**config.mk**
```make
export PLATFORM = sky130hd
export DESIGN_NAME = dw2_13_calc
export DESIGN_NICKNAME = d
export VERILOG_FILES = /design/src/rtl/dw2_13_calc.sv
export SDC_FILE = /design/constraint.sdc
export NUM_CORES = 1
export LEC_CHECK = 0
export CELL_PAD_IN_SITES_DETAIL_PLACEMENT = 1
export CELL_PAD_IN_SITES_GLOBAL_PLACEMENT = 2
export CORE_ASPECT_RATIO = 1.5
export CORE_MARGIN = 3
export CORE_UTILIZATION = 40
export CTS_CLUSTER_DIAMETER = 200
export DETAILED_ROUTE_END_ITERATION = 10
export MAX_ROUTING_LAYER = met4
export PLACE_DENSITY = 0.82
export SYNTH_ARGS = -nofsm -noshare
export SYNTH_HDL_FRONTEND = slang
export SYNTH_SLANG_ARGS = --single-unit
export TNS_END_PERCENT = 50
```
**constraint.sdc**
```tcl
create_clock -name clk -period 11.3 [get_ports clk]
set_input_delay 2.825 -clock clk [delete_from_list [all_inputs] [get_ports clk]]
set_output_delay 2.825 -clock clk [all_outputs]
set_load 0.05 [all_outputs]
```
**src/rtl/dw2_13_calc.sv**
```systemverilog
// dw2_13_calc: backprop delta weight dw2_13 = -(LR * delta2_1 * a1_3) in signed Q6.10.
// One shared 16x16 multiplier serves the GRAD and SCALE steps of a 4-state sequence.
module dw2_13_calc #(
    parameter logic signed [15:0] LR = 16'sb00_0000_0001_1001_10
) (
    input  logic               clk,
    input  logic               reset,
    input  logic               start,
    input  logic signed [15:0] delta2_1,
    input  logic signed [15:0] a1_3,
    output logic               busy,
    output logic signed [15:0] dw2_13,
    output logic               update_en
);
    typedef enum logic [1:0] {IDLE, GRAD, SCALE, OUT} state_t;
    state_t state, state_nx;
    logic signed [15:0] delta_l, a_l, grad, scaled, op_a, op_b;
    logic signed [31:0] prod, neg;

    function automatic logic signed [15:0] sat16(input logic signed [31:0] v);
        return v > 32'sd32767 ? 16'sh7fff : v < -32'sd32768 ? 16'sh8000 : v[15:0];
    endfunction

    assign op_a = state == GRAD ? delta_l : grad;
    assign op_b = state == GRAD ? a_l : LR;
    assign prod = 32'(op_a) * 32'(op_b);
    assign neg  = -32'(scaled);

    always_comb begin
        state_nx = state == IDLE  ? (start ? GRAD : IDLE) :
                   state == GRAD  ? SCALE :
                   state == SCALE ? OUT : IDLE;
        busy = state != IDLE;
    end

    always_ff @(posedge clk) begin
        if (reset) begin
            state     <= IDLE;
            delta_l   <= '0;
            a_l       <= '0;
            grad      <= '0;
            scaled    <= '0;
            dw2_13    <= '0;
            update_en <= 1'b0;
        end else begin
            state     <= state_nx;
            update_en <= state == OUT;
            if (state == IDLE && start) begin
                delta_l <= delta2_1;
                a_l     <= a1_3;
            end
            if (state == GRAD) grad <= sat16(prod >>> 10);
            if (state == SCALE) scaled <= sat16(prod >>> 10);
            if (state == OUT) dw2_13 <= sat16(neg);
        end
    end
endmodule

```
==> flow_metrics.tcl <==
set metrics [dict create \
    fin_ws_ns 1.953 \
    status "finished clean" \
    grt.overflow.total 0 \
    place_hpwl_mm 34.10 \
    wl_per_cell_um 20.76 \
    hold_buffers 0 \
    io_buffers 52 \
    worst_slew_pin_slew_ns 1.087 \
    drt_iter0_drc 467 \
    via_per_inst 5.412 \
    final_antenna_net_count 0 \
    drc 0 \
    postCtsResizedCells 0 \
    nets 1972 \
    pre_cts_ws_ns 1.937 \
    crit_arrival_ns 9.65 \
    antenna_found_initial 0 \
    synthFlopType "dfxtp_1" \
    vias 10910 \
    power_density_mw_per_mm2 104.5 \
    post_cts_buffers 0 \
    io_pins 53 \
    ir_drop_mv 0.07340 \
    critPathRequiredTime_ns 11.61 \
    ys_ff_latch 83 \
    critPathKind "flip-flop to flip-flop" \
    synth-edff-count 0 \
    slew_headroom 0.2753 \
    synth-seq-area-share 0.1205 \
    die_w_um 157.6 \
    reg2reg_depth 26 \
    cts_buffers 9 \
    syn_area_mm2 0.01379 \
    dp.cells 1999 \
    cellLeakagePower_nw 7.681 \
    drive_gt1_frac 0.03448 \
    min_path_type "flip-flop to flip-flop" \
    holdPathStages 2 \
    num-fill-cells 3947 \
    maxCapViolations 0 \
    grt_pass1_vias 12240 \
    clock_sinks 83 \
    core_mm2 0.03375 \
    fp.dieH_um 233.4 \
    finalWirelength_mm 41.84 \
    finClkSkew_ns 0.02718 \
    endpoint_kind "flip-flop" \
    slew_viol_final 0 \
    rows 82 \
    crit_fanout 70 \
    cts_root_buffer "clkbuf_16" \
    antenna_cells 0 \
    area_growth_pct 8.302 \
    cts_tree "yes" \
    grt_pass1_wl_mm 67.63 \
    grt_max_degree 87 \
    period_minus_slack_ns 9.347 \
    finalCritPeriodShare 0.8272 \
    yosys.area.top_type "fa_1" \
    yosys.area.top_type_share 0.3789 \
    setup_viol 0 \
    final-hold-violation-count 0 \
    globalplace.congestion 0.9085 \
    netlist_instances 1598 \
    dieArea_mm2 0.03678 \
    dr.pass1.iters 4 \
    ys_warn_count 0 \
    clkSlewWorstSetupHoldPaths_ns 0.07 \
    htree_levels 3 \
    netlist-cell-type-count 59 \
    synth_top_cells_by_area "fa_1 (38%), dfxtp_1 (12%), inv_1 (9.2%), ha_1 (7.8%), nand2_1 (5.3%)" \
    track_usage 0.2460 \
    fin_setup_tns_ns 0 \
    max_freq_mhz 107.0 \
    start_util 0.4085 \
    mappedNetlistNets 1980 \
    fin_cells 2015 \
    syn_area_per_cell_um2 8.629 \
    rsz0062_at_grt "false" \
    async_reset_ff_frac 0 \
    cts_buffer_depth 2 \
    clk_latency_ns 0.39 \
    startpoint_type "flip-flop" \
]
cell type report:
class / count / area (µm²) / share of cell area
multi-input combinational: 1089 / 10530 / 0.7049
inverter: 338 / 1269 / 0.08495
clock buffer: 9 / 225.2 / 0.01508
timing repair buffer: 69 / 645.6 / 0.04323
clock inverter: 7 / 80.08 / 0.005362
tap: 420 / 525.5 / 0.03519
sequential: 83 / 1662 / 0.1113
metrics by stage:
stage	instance area [µm²]	utilization	hold slack (ns)	power, mW
3_5_place_dp	14630	0.4334	0.4592	1.246
2_1_floorplan	13790	-	0.4317	0.9580
4_1_cts	14930	0.4424	0.4697	1.584
5_1_grt	14930	0.4424	0.4996	1.699
3_3_place_gp	14630	0.4334	0.4494	1.224
6_report	14930	0.4424	0.4651	1.561
power by group:
| part | switching (mW) | internal [mW] |
|---|---|---|
| logic | 0.573 | 0.318 |
| registers | 0.0336 | 0.310 |
| clock network | 0.152 | 0.175 |
| total | 0.758 | 0.803 |
kinds of logic after synthesis:
family | Yosys count | share of synthesized area
buffers and inverters | 426 | 0.1170
DFF | 83 | 0.1205
and+or+nand+nor | 454 | 0.1593
AOI/OAI and AO/OA | 243 | 0.1175
muxes | 2 | 0.001452
xor gates and xnor gates | 43 | 0.02731
adders and majority gates | 347 | 0.4569
worst max-delay path: stages, from the launching register on:
cell and delay (ns):
dfxtp_1 0.34, inv_1 0.11, ha_4 0.62, buf_4 0.53, and2_1 0.56, nand2_1 0.16
fa_1 0.59, inv_1 0.06, fa_1 0.50, inv_1 0.05, fa_1 0.47, inv_1 0.05
fa_1 0.46, fa_1 0.53, inv_1 0.08, fa_1 0.54, inv_1 0.08, ha_1 0.41
nor2_1 0.10, o311a_1 0.34, o21ai_0 0.38, nand4_1 0.15, a211o_1 0.30, or4_4 0.53
o31ai_4 0.58, and2b_1 0.44, a311o_1 0.23
registers in the layout (all words and copies together), names as in the netlist:
register	cells
scaled	16
grad	16
update_en	1
a_l	16
delta_l	16
dw2_13	16
state	2
path summary, 6_finish.rpt:
path,startpoint,endpoint,slack (ns)
max,state[1]$_SDFF_PP0_,scaled[3]$_SDFFE_PP0N_,1.95
min,a_l[15]$_SDFFE_PP0P_,a_l[15]$_SDFFE_PP0P_,0.47
max reg2reg,state[1]$_SDFF_PP0_,scaled[3]$_SDFFE_PP0N_,1.95
min reg2reg,a_l[15]$_SDFFE_PP0P_,a_l[15]$_SDFFE_PP0P_,0.47
layout by cell type, fill, tap and decap left out, drive strengths merged, types with 29 or more instances in the layout:
| cell | count |
|---|---|
| a211oi | 30 |
| a21o | 42 |
| a21oi | 104 |
| and3 | 85 |
| clkdlybuf4s50 | 51 |
| dfxtp | 83 |
| fa | 261 |
| ha | 86 |
| inv | 342 |
| nand2 | 196 |
| nor2 | 64 |
| xnor2 | 29 |
synth_stat cells (3+ instances only):
cell	number
nor2_1	64
o21a_1	5
ha_1	86
nor2b_1	20
a21oi_1	104
and2_1	20
a21o_1	42
nand3_1	15
xnor2_1	29
nand2_1	195
o21ai_0	16
nand2b_1	5
clkbuf_1	80
nor3_1	9
or3_1	6
o211ai_1	3
fa_1	261
o21ai_1	4
a211oi_1	23
a311o_1	11
buf_1	4
a211oi_2	7
xor2_1	14
or2_2	7
a31oi_1	5
dfxtp_1	83
inv_1	338
nor4_1	3
nand4_1	5
and3_1	85
nor3b_1	10
metal layers:
layer  up-vias  track usage  share of wire
met2       135       0.4550           0.56
met5         -            -              0
met1      5761       0.2855           0.40
li1       4958            -              -
met3        51      0.02057          0.019
met4         0      0.06377          0.026
No activity file was read; power rests on OpenSTA's default activity.
